==> src/rtl/maze_pkg.sv <==
// Shared constants for the maze robot: movement codes, headings, motor patterns
// and the move sequencer state encoding.
package maze_pkg;

    localparam logic [3:0] CODE_NONE  = 4'b0000;
    localparam logic [3:0] CODE_NORTH = 4'b0001;
    localparam logic [3:0] CODE_EAST  = 4'b0011;
    localparam logic [3:0] CODE_SOUTH = 4'b0010;
    localparam logic [3:0] CODE_WEST  = 4'b0100;

    localparam logic [1:0] HDG_N = 2'd0;
    localparam logic [1:0] HDG_E = 2'd1;
    localparam logic [1:0] HDG_S = 2'd2;
    localparam logic [1:0] HDG_W = 2'd3;

    // {L_fwd, L_rev, R_fwd, R_rev}
    localparam logic [3:0] MOTOR_STOP  = 4'b0000;
    localparam logic [3:0] MOTOR_FWD   = 4'b1010;
    localparam logic [3:0] MOTOR_PIV_R = 4'b1001;
    localparam logic [3:0] MOTOR_PIV_L = 4'b0110;

    typedef enum logic [2:0] {
        ST_START,
        ST_IDLE,
        ST_TURN,
        ST_FWD,
        ST_SETTLE
    } seq_state_t;

    function automatic logic code_is_dir(input logic [3:0] code);
        return (code == CODE_NORTH) || (code == CODE_EAST) ||
               (code == CODE_SOUTH) || (code == CODE_WEST);
    endfunction

    function automatic logic [1:0] code_heading(input logic [3:0] code);
        logic [1:0] h;
        h = HDG_N;
        case (code)
            CODE_EAST:  h = HDG_E;
            CODE_SOUTH: h = HDG_S;
            CODE_WEST:  h = HDG_W;
            default:    h = HDG_N;
        endcase
        return h;
    endfunction

    // A 180-degree request resolves to right pivots; only delta 3 pivots left.
    function automatic logic [3:0] pivot_pattern(input logic [1:0] target,
                                                 input logic [1:0] heading);
        logic [1:0] delta;
        delta = target - heading;
        return (delta == 2'd3) ? MOTOR_PIV_L : MOTOR_PIV_R;
    endfunction

endpackage

==> src/rtl/move_sequencer_if.sv <==
// Movement command handshake between the decision FSM and the move sequencer.
interface move_sequencer_if;
    logic       cmd_valid;
    logic [3:0] cmd_code;
    logic       cmd_ready;

    modport master (
        output cmd_valid,
        output cmd_code,
        input  cmd_ready
    );

    modport slave (
        input  cmd_valid,
        input  cmd_code,
        output cmd_ready
    );
endinterface

==> src/rtl/move_sequencer_phase_timer.sv <==
// Phase down-counter: loads duration-1 on phase entry and reports the final
// cycle (done) and the cycle before it (last).
module phase_timer #(
    parameter int CNT_W = 26
) (
    input  logic             clk,
    input  logic             rst,
    input  logic             load,
    input  logic [CNT_W-1:0] load_val,
    output logic             done,
    output logic             last
);

    logic [CNT_W-1:0] count_q;

    always_ff @(posedge clk) begin
        if (rst) begin
            count_q <= '0;
        end else if (load) begin
            count_q <= load_val;
        end else if (count_q != '0) begin
            count_q <= count_q - 1'b1;
        end
    end

    assign done = (count_q == '0);
    assign last = (count_q == CNT_W'(1));

endmodule

==> src/rtl/move_sequencer.sv <==
// Move sequencer: turns one movement command into timed pivot, forward and
// settle phases on the motor bridge, tracking absolute heading.
//
// state     | meaning
// ----------+-----------------------------------------------------------
// ST_START  | one cycle after reset, raises the first sample_req
// ST_IDLE   | motors off, cmd_ready high, waiting for a command
// ST_TURN   | 90-degree pivot toward the latched target heading
// ST_FWD    | forward move of one cell
// ST_SETTLE | motors off dwell, sample_req on its last cycle
module move_sequencer
    import maze_pkg::*;
#(
    parameter int MOVE_CYCLES   = 50_000_000,
    parameter int TURN_CYCLES   = 25_000_000,
    parameter int SETTLE_CYCLES = 5_000_000,
    parameter int CNT_W         = 26
) (
    input  logic               clk,
    input  logic               rst,
    move_sequencer_if.slave    cmd,
    output logic [3:0]         motor,
    output logic [1:0]         heading,
    output logic               sample_req,
    output logic               busy,
    output logic               err
);

    seq_state_t state_q, state_d;
    logic [3:0] motor_q, motor_d;
    logic [1:0] heading_q, heading_d;
    logic [1:0] target_q, target_d;
    logic       err_q, err_d;
    logic       cmd_ready_q, cmd_ready_d;
    logic       busy_q, busy_d;
    logic       sample_req_q, sample_req_d;

    logic             phase_start;
    logic [CNT_W-1:0] load_val;
    logic             timer_done;
    logic             timer_last;

    phase_timer #(
        .CNT_W (CNT_W)
    ) u_phase_timer (
        .clk      (clk),
        .rst      (rst),
        .load     (phase_start),
        .load_val (load_val),
        .done     (timer_done),
        .last     (timer_last)
    );

    always_ff @(posedge clk) begin
        if (rst) begin
            state_q      <= ST_START;
            motor_q      <= MOTOR_STOP;
            heading_q    <= HDG_N;
            target_q     <= HDG_N;
            err_q        <= 1'b0;
            cmd_ready_q  <= 1'b0;
            busy_q       <= 1'b1;
            sample_req_q <= 1'b0;
        end else begin
            state_q      <= state_d;
            motor_q      <= motor_d;
            heading_q    <= heading_d;
            target_q     <= target_d;
            err_q        <= err_d;
            cmd_ready_q  <= cmd_ready_d;
            busy_q       <= busy_d;
            sample_req_q <= sample_req_d;
        end
    end

    // Next state; outputs are then decoded from the next state so every
    // registered output lines up with the state it belongs to.
    always_comb begin
        state_d     = state_q;
        heading_d   = heading_q;
        target_d    = target_q;
        err_d       = err_q;
        phase_start = 1'b0;

        case (state_q)
            ST_START: begin
                if (sample_req_q) state_d = ST_IDLE;
            end
            ST_IDLE: begin
                if (cmd.cmd_valid && cmd_ready_q) begin
                    phase_start = 1'b1;
                    if (code_is_dir(cmd.cmd_code)) begin
                        target_d = code_heading(cmd.cmd_code);
                        state_d  = (target_d == heading_q) ? ST_FWD : ST_TURN;
                    end else begin
                        state_d = ST_SETTLE;
                        if (cmd.cmd_code != CODE_NONE) err_d = 1'b1;
                    end
                end
            end
            ST_TURN: begin
                if (timer_done) begin
                    phase_start = 1'b1;
                    heading_d   = (motor_q == MOTOR_PIV_L) ? heading_q - 2'd1
                                                           : heading_q + 2'd1;
                    state_d     = (heading_d == target_q) ? ST_FWD : ST_TURN;
                end
            end
            ST_FWD: begin
                if (timer_done) begin
                    phase_start = 1'b1;
                    state_d     = ST_SETTLE;
                end
            end
            ST_SETTLE: begin
                if (timer_done) state_d = ST_IDLE;
            end
            default: state_d = ST_START;
        endcase

        motor_d      = MOTOR_STOP;
        cmd_ready_d  = 1'b0;
        sample_req_d = 1'b0;
        busy_d       = (state_d != ST_IDLE);
        load_val     = '0;

        case (state_d)
            ST_START: sample_req_d = !sample_req_q;
            ST_IDLE:  cmd_ready_d  = 1'b1;
            ST_TURN: begin
                motor_d  = pivot_pattern(target_d, heading_d);
                load_val = CNT_W'(TURN_CYCLES - 1);
            end
            ST_FWD: begin
                motor_d  = MOTOR_FWD;
                load_val = CNT_W'(MOVE_CYCLES - 1);
            end
            ST_SETTLE: begin
                load_val     = CNT_W'(SETTLE_CYCLES - 1);
                sample_req_d = phase_start ? (SETTLE_CYCLES == 1) : timer_last;
            end
            default: ;
        endcase
    end

    assign cmd.cmd_ready = cmd_ready_q;
    assign motor         = motor_q;
    assign heading       = heading_q;
    assign sample_req    = sample_req_q;
    assign busy          = busy_q;
    assign err           = err_q;

endmodule

==> src/flat_wrapper.sv <==
// flat-port wrapper written by rule: the top's interface ports become plain ports
module move_sequencer_flat import maze_pkg::*;
#(
    parameter int MOVE_CYCLES   = 50_000_000,
    parameter int TURN_CYCLES   = 25_000_000,
    parameter int SETTLE_CYCLES = 5_000_000,
    parameter int CNT_W         = 26
)
  (clk, rst, motor, heading, sample_req, busy, err, cmd_cmd_valid, cmd_cmd_code, cmd_cmd_ready);
  move_sequencer_if cmd_i ();
  input  logic clk;
  input  logic rst;
  output logic [3:0] motor;
  output logic [1:0] heading;
  output logic sample_req;
  output logic busy;
  output logic err;
  input wire logic [$bits(cmd_i.cmd_valid)-1:0] cmd_cmd_valid;
  input wire logic [$bits(cmd_i.cmd_code)-1:0] cmd_cmd_code;
  output wire logic [$bits(cmd_i.cmd_ready)-1:0] cmd_cmd_ready;
  assign cmd_i.cmd_valid = cmd_cmd_valid;
  assign cmd_i.cmd_code = cmd_cmd_code;
  assign cmd_cmd_ready = cmd_i.cmd_ready;
  move_sequencer #(.MOVE_CYCLES(MOVE_CYCLES), .TURN_CYCLES(TURN_CYCLES), .SETTLE_CYCLES(SETTLE_CYCLES), .CNT_W(CNT_W)) u_core (.clk(clk), .rst(rst), .cmd(cmd_i), .motor(motor), .heading(heading), .sample_req(sample_req), .busy(busy), .err(err));
endmodule
==> config.mk <==
export PLATFORM = sky130hd
export DESIGN_NAME = move_sequencer_flat
export DESIGN_NICKNAME = d
export VERILOG_FILES = /design/src/rtl/maze_pkg.sv /design/src/rtl/move_sequencer_if.sv /design/src/rtl/move_sequencer_phase_timer.sv /design/src/rtl/move_sequencer.sv /design/src/flat_wrapper.sv
export SDC_FILE = /design/constraint.sdc
export NUM_CORES = 1
export LEC_CHECK = 0
export CORE_MARGIN = 2
export CORE_UTILIZATION = 58
export DETAILED_ROUTE_END_ITERATION = 8
export PLACE_DENSITY_LB_ADDON = 0.15
export SYNTH_ARGS = -nofsm -noshare
export SYNTH_HDL_FRONTEND = slang
export SYNTH_SLANG_ARGS = --single-unit
export TNS_END_PERCENT = 20
==> constraint.sdc <==
create_clock -name clk -period 3.4 [get_ports clk]
set_clock_uncertainty 0.1 [all_clocks]
set_input_delay 0.34 -clock clk [delete_from_list [all_inputs] [get_ports clk]]
set_output_delay 0.34 -clock clk [all_outputs]
set_load 0.005 [all_outputs]
== Word-level counts from Yosys, hierarchy flattened ==
Cells that the tools add are included.
Storage, ports and cells
  register bits: 41
  input bits: 7
  output and inout bits: 10
  word-level logic and storage cells: 75
Operators by class
  add/subtract/negate cells: 4
  equal/unequal tests: 18
  mux-type cells: 30
  bitwise logic cells: 1
  reduce and logical (&&, ||, !) cells: 13
Operators by type and width (count)
  26-bit one-hot mux with 3 select lines: 1
  26-bit 2-to-1 mux: 2
  26-bit by 1-bit == test with 1-bit output, second input constant: 1
  26-bit logical NOT: 1
  26-bit nonzero test: 1
  26-bit by 1-bit subtractor with 26-bit output, second input constant: 1
  2-bit 2-to-1 mux: 9
  3-bit 2-to-1 mux: 6
  3-bit one-hot mux with 5 select lines: 1
  3-bit by 2-bit == test with 1-bit output, second input constant: 4
  4-bit by 2-bit == test with 1-bit output, second input constant: 2
  4-bit by 3-bit == test with 1-bit output, second input constant: 2
  4-bit one-hot mux with 2 select lines: 1
  3-bit by 1-bit == test with 1-bit output, second input constant: 2
  3-bit == test, second input constant: 2
  3-bit logical NOT: 2
  1-bit 2-to-1 mux: 6
  2-bit one-hot mux with 3 select lines: 1
  2-bit == test: 2
  4-bit by 1-bit == test with 1-bit output, second input constant: 1
  4-bit 2-to-1 mux: 1
  1-bit one-hot mux with 2 select lines: 2
  4-bit AND reduction: 1
  4-bit nonzero test: 1
  other kinds (11): 13

== Longest topological paths before layout ==
Gate-level depths: netlist (run 1).
  word-level depth: 15
  gate-level depth with buffers: 13
  depth with buffers taken out: 12

== By module ==
A second synthesis (run 1) with hierarchy kept.
Unflattened totals
  cell total of the unflattened synthesis: 284
  area total of the unflattened synthesis: 2392.3 µm²
By module, submodules not included
  phase_timer: times used 1, cells each 180, area an instance 1482.7 µm²
  move_sequencer: times used 1, cells each 104, area an instance 909.6 µm²

== Worst setup path before layout (run 1) ==
No wires, ideal clock.
  path type: reg-to-reg
  start: register u_core.u_phase_timer.count_q[9]
  end: register u_core.motor_q[2] (netlist: u_core.motor[2])
  setup time: 0.115 ns
  arrival: 2.913 ns
  data required time: 3.185 ns
  setup slack: 0.271 ns
  cell stages (with the launch flop): 13
  cell sequence: dfxtp_1 or4_1 and4bb_1 buf_2 nand4_1 xnor2_1 ha_1 xor2_1 nand2_1 o41ai_1 nor4_1 o21bai_2 and3_1
Between the ends
  longest elaborated chain between the ends: 7
Ends and longest elaborated chain
  from (decl): RTL line move_sequencer_phase_timer.sv:14  | logic [CNT_W-1:0] count_q;
  from (signal assigned): RTL line move_sequencer_phase_timer.sv:20  | count_q <= load_val;
  from (signal assigned): RTL line move_sequencer_phase_timer.sv:22  | count_q <= count_q - 1'b1;
  26-bit logical NOT: RTL line move_sequencer_phase_timer.sv:26  | assign done = (count_q == '0);
  2-bit 2-to-1 mux: RTL line move_sequencer.sv:102  | if (timer_done) begin
  2-bit 2-to-1 mux: RTL line move_sequencer.sv:85  | case (state_q)
  named net u_core.heading_d[0]: RTL line move_sequencer.sv:31  | logic [1:0] heading_q, heading_d;
  2-bit subtractor: RTL line maze_pkg.sv:51  | delta = target - heading;
  2-bit == test: RTL line maze_pkg.sv:52  | return (delta == 2'd3) ? MOTOR_PIV_L : MOTOR_PIV_R;
  4-bit 2-to-1 mux: RTL line maze_pkg.sv:52
  4-bit one-hot mux with 2 select lines: RTL line move_sequencer.sv:127  | case (state_d)
  to (signal assigned): RTL line move_sequencer.sv:66  | motor_q <= motor_d;
  to (decl): RTL line move_sequencer.sv:30  | logic [3:0] motor_q, motor_d;
The timed path passes the listed nets, and every way through them passes these cells.
A chain may end at the register's enable or synchronous reset.

== Worst setup path after layout (run 1) ==
Ends and elaborated chain as after synthesis.

==> flow_metrics.tcl, run 1 <==
set metrics [dict create \
    port_buffers 16 \
    r2r_slack_ns 0.17 \
    dieHeight_um 68.24 \
    grt_pass1_wl_um 9294 \
    n_antenna_cell 0 \
    post_cts_buffers 0 \
    drtIter0Drc 184 \
    hold_buffers 0 \
    setup-violations-final 0 \
    initial_core_util 0.5984 \
    leakage_nw 1.022 \
    finalInstanceArea_um2 2755 \
    detail-route-antenna-nets 0 \
    yosysUniqueCellTypes 60 \
    viasPerCell 6.239 \
    clockBufferDepth 2 \
    yosysSeqAreaShare 0.3429 \
    tns_ns 0 \
    vias 2171 \
    synth_seq_cells 41 \
    worst_pin_slew_ns 0.6266 \
    rows 23 \
    hold_depth 2 \
    slew_violations 0 \
    min-delay-start "u_core.err" \
    htree_levels 2 \
    ir_drop_uv 555.5 \
    die_w_um 68.24 \
    dp_hpwl_um 4131 \
    area_growth_pct 15.11 \
    cts.sinks 41 \
    synthCells 277 \
    dpl-instance-area_um2 2631 \
    cts_tree "yes" \
    grt_max_degree 21 \
    synth.top_cells.by_area "dfxtp_1 (34%), xnor2_1 (7.7%), a21oi_1 (4.6%)" \
    cp_data_arrival_time_ns 3.32 \
    track_usage 0.2691 \
    cts_root_buf "clkbuf_8" \
    fillers 330 \
    grt_pass1_vias 1958 \
    antenna_found_initial 0 \
    synth_top_area_share 0.3429 \
    avgSynthCellArea_um2 8.641 \
    ys.flop_type "dfxtp_1" \
    fin_crit_sh 0.9509 \
    fin_crit_ns 3.233 \
    use_met3 0.04770 \
    drive_above_1_share 0.1275 \
    cp-end-kind "flip-flop" \
    nets 307 \
    first_pass_iters 5 \
    worstPathMaxFanout 5 \
    worstSetupStartpointType "flip-flop" \
    rsz0062_at_grt "no" \
    grt-ovfl-total 0 \
    wl_um 5722 \
    gr-usage-met1 0.3992 \
    drc 0 \
    whs_ns 0.3881 \
    synth_area_leader_cell "dfxtp_1" \
    holdPathEnd "u_core.err" \
    clk_transition_reported_paths_ns 0.08 \
    synth.most_common_cell "dfxtp_1" \
    final_util 0.6888 \
    top_usage_layer "met1" \
    hold_violations 0 \
    power_density_nw_per_um2 934.3 \
    io_pins 17 \
    fmax_mhz 309.3 \
    reg2reg_from "u_core.u_phase_timer.count_q[9]" \
    r2r_cells 11 \
    synth_nets 287 \
    status "complete, no violations" \
    synth_common_cells "dfxtp_1 (41), nor2_1 (27), a21oi_1 (22), xnor2_1 (21), nand2_1 (19)" \
    synth_area_um2 2394 \
    synth-edff-count 0 \
    maxCapViolCount 0 \
    slew_headroom 0.5800 \
    cts_made_buffers 5 \
    wl_per_cell_um 16.44 \
    cp.required_ns 3.49 \
    clk_latency_ns 0.29 \
    dieArea_um2 4657 \
    grt_util_met2 0.3920 \
    hp-class "flip-flop to flip-flop" \
    worst-setup-path-type "flip-flop to flip-flop" \
    gp_congestion 0.8648 \
    async_reset_ff_frac 0 \
    yosys_warnings 0 \
    rr_endpoint "u_core.motor[2]" \
    core-area_um2 4000 \
]
-- critical path, cell delays in order, from the launching register on --
cell      delay (ns)
dfxtp_1         0.35
or4_1           0.61
and4bb_1        0.34
nand4_1         0.16
xnor2_1         0.19
ha_1            0.23
xnor2_1         0.32
o311ai_0        0.23
o41ai_2         0.11
nor4_1          0.09
o21bai_2        0.22
and3_1          0.19
-- how the worst max path moves through the flow --
stage                                          startpoint  depth (start not counted)         endpoint
after global routing      u_core.u_phase_timer.count_q[9]                         11  u_core.motor[2]
final                     u_core.u_phase_timer.count_q[9]                         11  u_core.motor[2]
after CTS                 u_core.u_phase_timer.count_q[9]                         11  u_core.motor[2]
after global placement                    cmd_cmd_code[3]                         11  u_core.motor[2]
after floorplan           u_core.u_phase_timer.count_q[9]                         12  u_core.motor[2]
after detailed placement                  cmd_cmd_code[3]                         11  u_core.motor[2]
-- repair_timing --
action,4_1_cts,5_1_grt
endpoints found under the setup margin,0,4
gates resized for setup,0,1
hold endpoints to repair,0,0
-- cells by family after synthesis --
family / after synthesis / share of synthesized area
xor+xnor: 30 / 0.1155
fa+ha+maj: 3 / 0.01568
simple gates: 123 / 0.3069
compound gates: 57 / 0.1694
mux: 3 / 0.01359
flops: 41 / 0.3429
buf+inv: 20 / 0.03607
-- area by class of cell --
cell class | count | area [um^2] | area share
Timing Repair Buffer | 26 | 235.2 | 0.08538
Multi-Input combinational cell | 216 | 1494 | 0.5422
Clock inverter | 1 | 30.03 | 0.01090
Clock buffer | 7 | 86.33 | 0.03134
Inverter | 7 | 26.28 | 0.009537
Tap cell | 50 | 62.56 | 0.02271
Sequential cell | 41 | 820.8 | 0.2979
-- stage by stage --
stage | setup slack, ns | cells | power [mW]
after floorplan | 0.2713 | 277 | 1.793
after global placement | 0.1718 | 340 | 2.118
after detailed placement | 0.09048 | 340 | 2.145
after CTS | 0.1597 | 348 | 2.563
after global routing | 0.06194 | 348 | 2.756
final | 0.1669 | 348 | 2.574
-- power by group --
group / switching [mW] / internal, mW
Combinational: 0.762 / 0.635
Sequential: 0.148 / 0.619
Clock: 0.170 / 0.240
-- state kept, by name, indices dropped and copies added (netlist names) --
register / count
u_core.err: 1
u_core.target_q: 2
u_core.cmd.cmd_ready: 1
u_core.motor: 4
u_core.sample_req: 1
u_core.u_phase_timer.count_q: 26
u_core.heading: 2
u_core.busy: 1
u_core.state_q: 3
-- per-layer routing --
| metal | share of wire | wire length, um |
|---|---|---|
| met5 | 0 | 0 |
| met4 | 0.0089 | 51 |
| met3 | 0.058 | 330 |
| met2 | 0.44 | 2497 |
| met1 | 0.50 | 2844 |
-- layout by cell type (no fill, tap or decap), drive strengths merged, types with 2 or more instances in the layout --
master and instances:
a211oi 5, a21oi 22, a31o 2, a31oi 2
and3 4, and4bb 3, buf 10, clkbuf 7
clkdlybuf4s50 16, dfxtp 41, ha 3, inv 7
mux2 2, nand2 19, nand2b 6, nand3 8
nand4 5, nand4b 4, nor2 27, nor2b 3
nor3 14, nor3b 2, nor4 16, o21a 2
o21ai 6, o22ai 5, o311a 2, o31a 2
o32ai 2, or3 3, or4 3, xnor2 21
xor2 8
Note: power is estimated with default switching activity, not from simulation.
==> run 2: changes to the inputs <==
--- a/config.mk
+++ b/config.mk
@@ -9,6 +9,7 @@
 export CORE_UTILIZATION = 58
 export DETAILED_ROUTE_END_ITERATION = 8
 export PLACE_DENSITY_LB_ADDON = 0.15
+export SKIP_CTS_REPAIR_TIMING = 1
 export SYNTH_ARGS = -nofsm -noshare
 export SYNTH_HDL_FRONTEND = slang
 export SYNTH_SLANG_ARGS = --single-unit
==> results of run 2 <==
Same layout as run 1: the final DEF is identical, and so are final timing and power.
==> run 3: changes to the inputs <==
--- a/config.mk
+++ b/config.mk
@@ -8,7 +8,7 @@
 export CORE_MARGIN = 2
 export CORE_UTILIZATION = 58
 export DETAILED_ROUTE_END_ITERATION = 8
-export PLACE_DENSITY_LB_ADDON = 0.15
+export PLACE_DENSITY = 0.89
 export SKIP_CTS_REPAIR_TIMING = 1
 export SYNTH_ARGS = -nofsm -noshare
 export SYNTH_HDL_FRONTEND = slang
==> flow_metrics.tcl, run 3 (synthesis results as in run 1) <==
set metrics [dict create \
    finalInstanceArea_um2 2746 \
    grt_pass1_wl_um 9508 \
    first_pass_iters 4 \
    grt_pass1_vias 2039 \
    clk_transition_reported_paths_ns 0.08 \
    cp_data_arrival_time_ns 3.30 \
    tns_ns 0 \
    cts_tree "yes" \
    n_antenna_cell 0 \
    hold_depth 2 \
    largest_reg_flops 26 \
    rr_endpoint "u_core.motor[2]" \
    antenna_found_initial 0 \
    power_density_nw_per_um2 933.1 \
    area_growth_pct 14.74 \
    nets 307 \
    detail-route-antenna-nets 0 \
    maxCapViolCount 0 \
    core-area_um2 4000 \
    r2r_slack_ns 0.20 \
    slew_violations 0 \
    port_buffers 16 \
    fmax_mhz 312.6 \
    leakage_nw 1.017 \
    cts_made_buffers 5 \
    initial_core_util 0.5984 \
    dpl-instance-area_um2 2631 \
    drc 0 \
    layout_commonest_cell "dfxtp_1" \
    setup-violations-final 0 \
    layout_common_cells "dfxtp_1 (41), nor2_1 (27), a21oi_1 (22), xnor2_1 (21), nand2_1 (19)" \
    htree_levels 2 \
    grt-ovfl-total 0 \
    clk_latency_ns 0.30 \
    drive_above_1_share 0.1313 \
    worst-setup-path-type "flip-flop to flip-flop" \
    slew_headroom 0.6434 \
    r2r_cells 11 \
    clockBufferDepth 2 \
    io_pins 17 \
    min-delay-start "u_core.err" \
    rsz0062_at_grt "no" \
    track_usage 0.2788 \
    viasPerCell 6.205 \
    cp.required_ns 3.50 \
    dieArea_um2 4657 \
    cp-end-kind "flip-flop" \
    hold_violations 0 \
    cts.sinks 41 \
    gp_congestion 0.9305 \
    fin_crit_ns 3.199 \
    worstPathMaxFanout 5 \
    dieHeight_um 68.24 \
    wl_um 5806 \
    holdPathEnd "u_core.err" \
    reg2reg_from "u_core.u_phase_timer.count_q[16]" \
    worst_pin_slew_ns 0.5350 \
    drtIter0Drc 206 \
    vias 2153 \
    ir_drop_uv 683.4 \
    fillers 317 \
    grt_max_degree 20 \
    dp_hpwl_um 4173 \
    worstSetupStartpointType "flip-flop" \
    status "complete, no violations" \
    regMostFlops "u_core.u_phase_timer.count_q" \
    fin_crit_sh 0.9409 \
    wl_per_cell_um 16.73 \
    hp-class "flip-flop to flip-flop" \
    die_w_um 68.24 \
    rows 23 \
    startpoint "u_core.u_phase_timer.count_q[16]" \
    cts_root_buf "clkbuf_8" \
]
run 3: cell count changes in the layout (fill, tap and decap cells not counted):
cell      before  now
clkbuf_1       1    0
clkbuf_8       6    5
clkinv_2       0    1
or4_1          2    1
or4_4          1    2
run 3: per-layer routing:
metal | global-route usage | share of wire | vias up
met2 | 0.4539 | 0.48 | 65
met4 | 0.1125 | 0.015 | 0
met1 | 0.3601 | 0.45 | 1028
met3 | 0.05592 | 0.055 | 7
met5 | 0 | 0 | -
li1 | - | - | 1053
run 3: area by class of cell:
type	count	area, um^2	area share
Clock buffer	5	68.82	0.02506
Multi-Input combinational cell	216	1498	0.5453
Clock inverter	2	35.03	0.01276
Timing Repair Buffer	26	235.2	0.08565
Sequential cell	41	820.8	0.2989
Inverter	7	26.28	0.009567
Tap cell	50	62.56	0.02278
run 3: worst max path at each step:
stage	to	slack, ns	cells past startpoint
6_report	u_core.motor[2]	0.20	11
5_1_grt	u_core.motor[1]	0.02	11
4_1_cts	u_core.motor[2]	0.14	11
3_5_place_dp	u_core.motor[2]	0.03	11
3_3_place_gp	u_core.motor[2]	0.23	11
2_1_floorplan	u_core.motor[2]	0.27	12
run 3: power by group:
group          switching (mW)  internal (mW)
sequential              0.145          0.619
combinational           0.773          0.643
clock                   0.169          0.213
total                    1.09           1.48
run 3: critical path, cell delays in order (launching register included):
cell	delay, ns
dfxtp_1	0.35
or4_4	0.59
nor4_4	0.26
nand4_1	0.20
xnor2_1	0.19
ha_1	0.24
xnor2_1	0.29
o311ai_0	0.25
o41ai_2	0.11
nor4_1	0.09
o21bai_2	0.23
and3_1	0.19
run 3: per-stage QoR:
step / total power, mW / hold slack [ns] / setup WS (ns) / utilization / std cells
after floorplan: 1.793 / 0.3421 / 0.2713 / - / 277
after global placement: 2.108 / 0.3312 / 0.2284 / 0.6578 / 340
after detailed placement: 2.146 / 0.3795 / 0.03453 / 0.6578 / 340
after CTS: 2.536 / 0.3905 / 0.1393 / 0.6838 / 347
after global routing: 2.753 / 0.4189 / 0.01893 / 0.6866 / 347
final: 2.563 / 0.3874 / 0.2010 / 0.6866 / 347
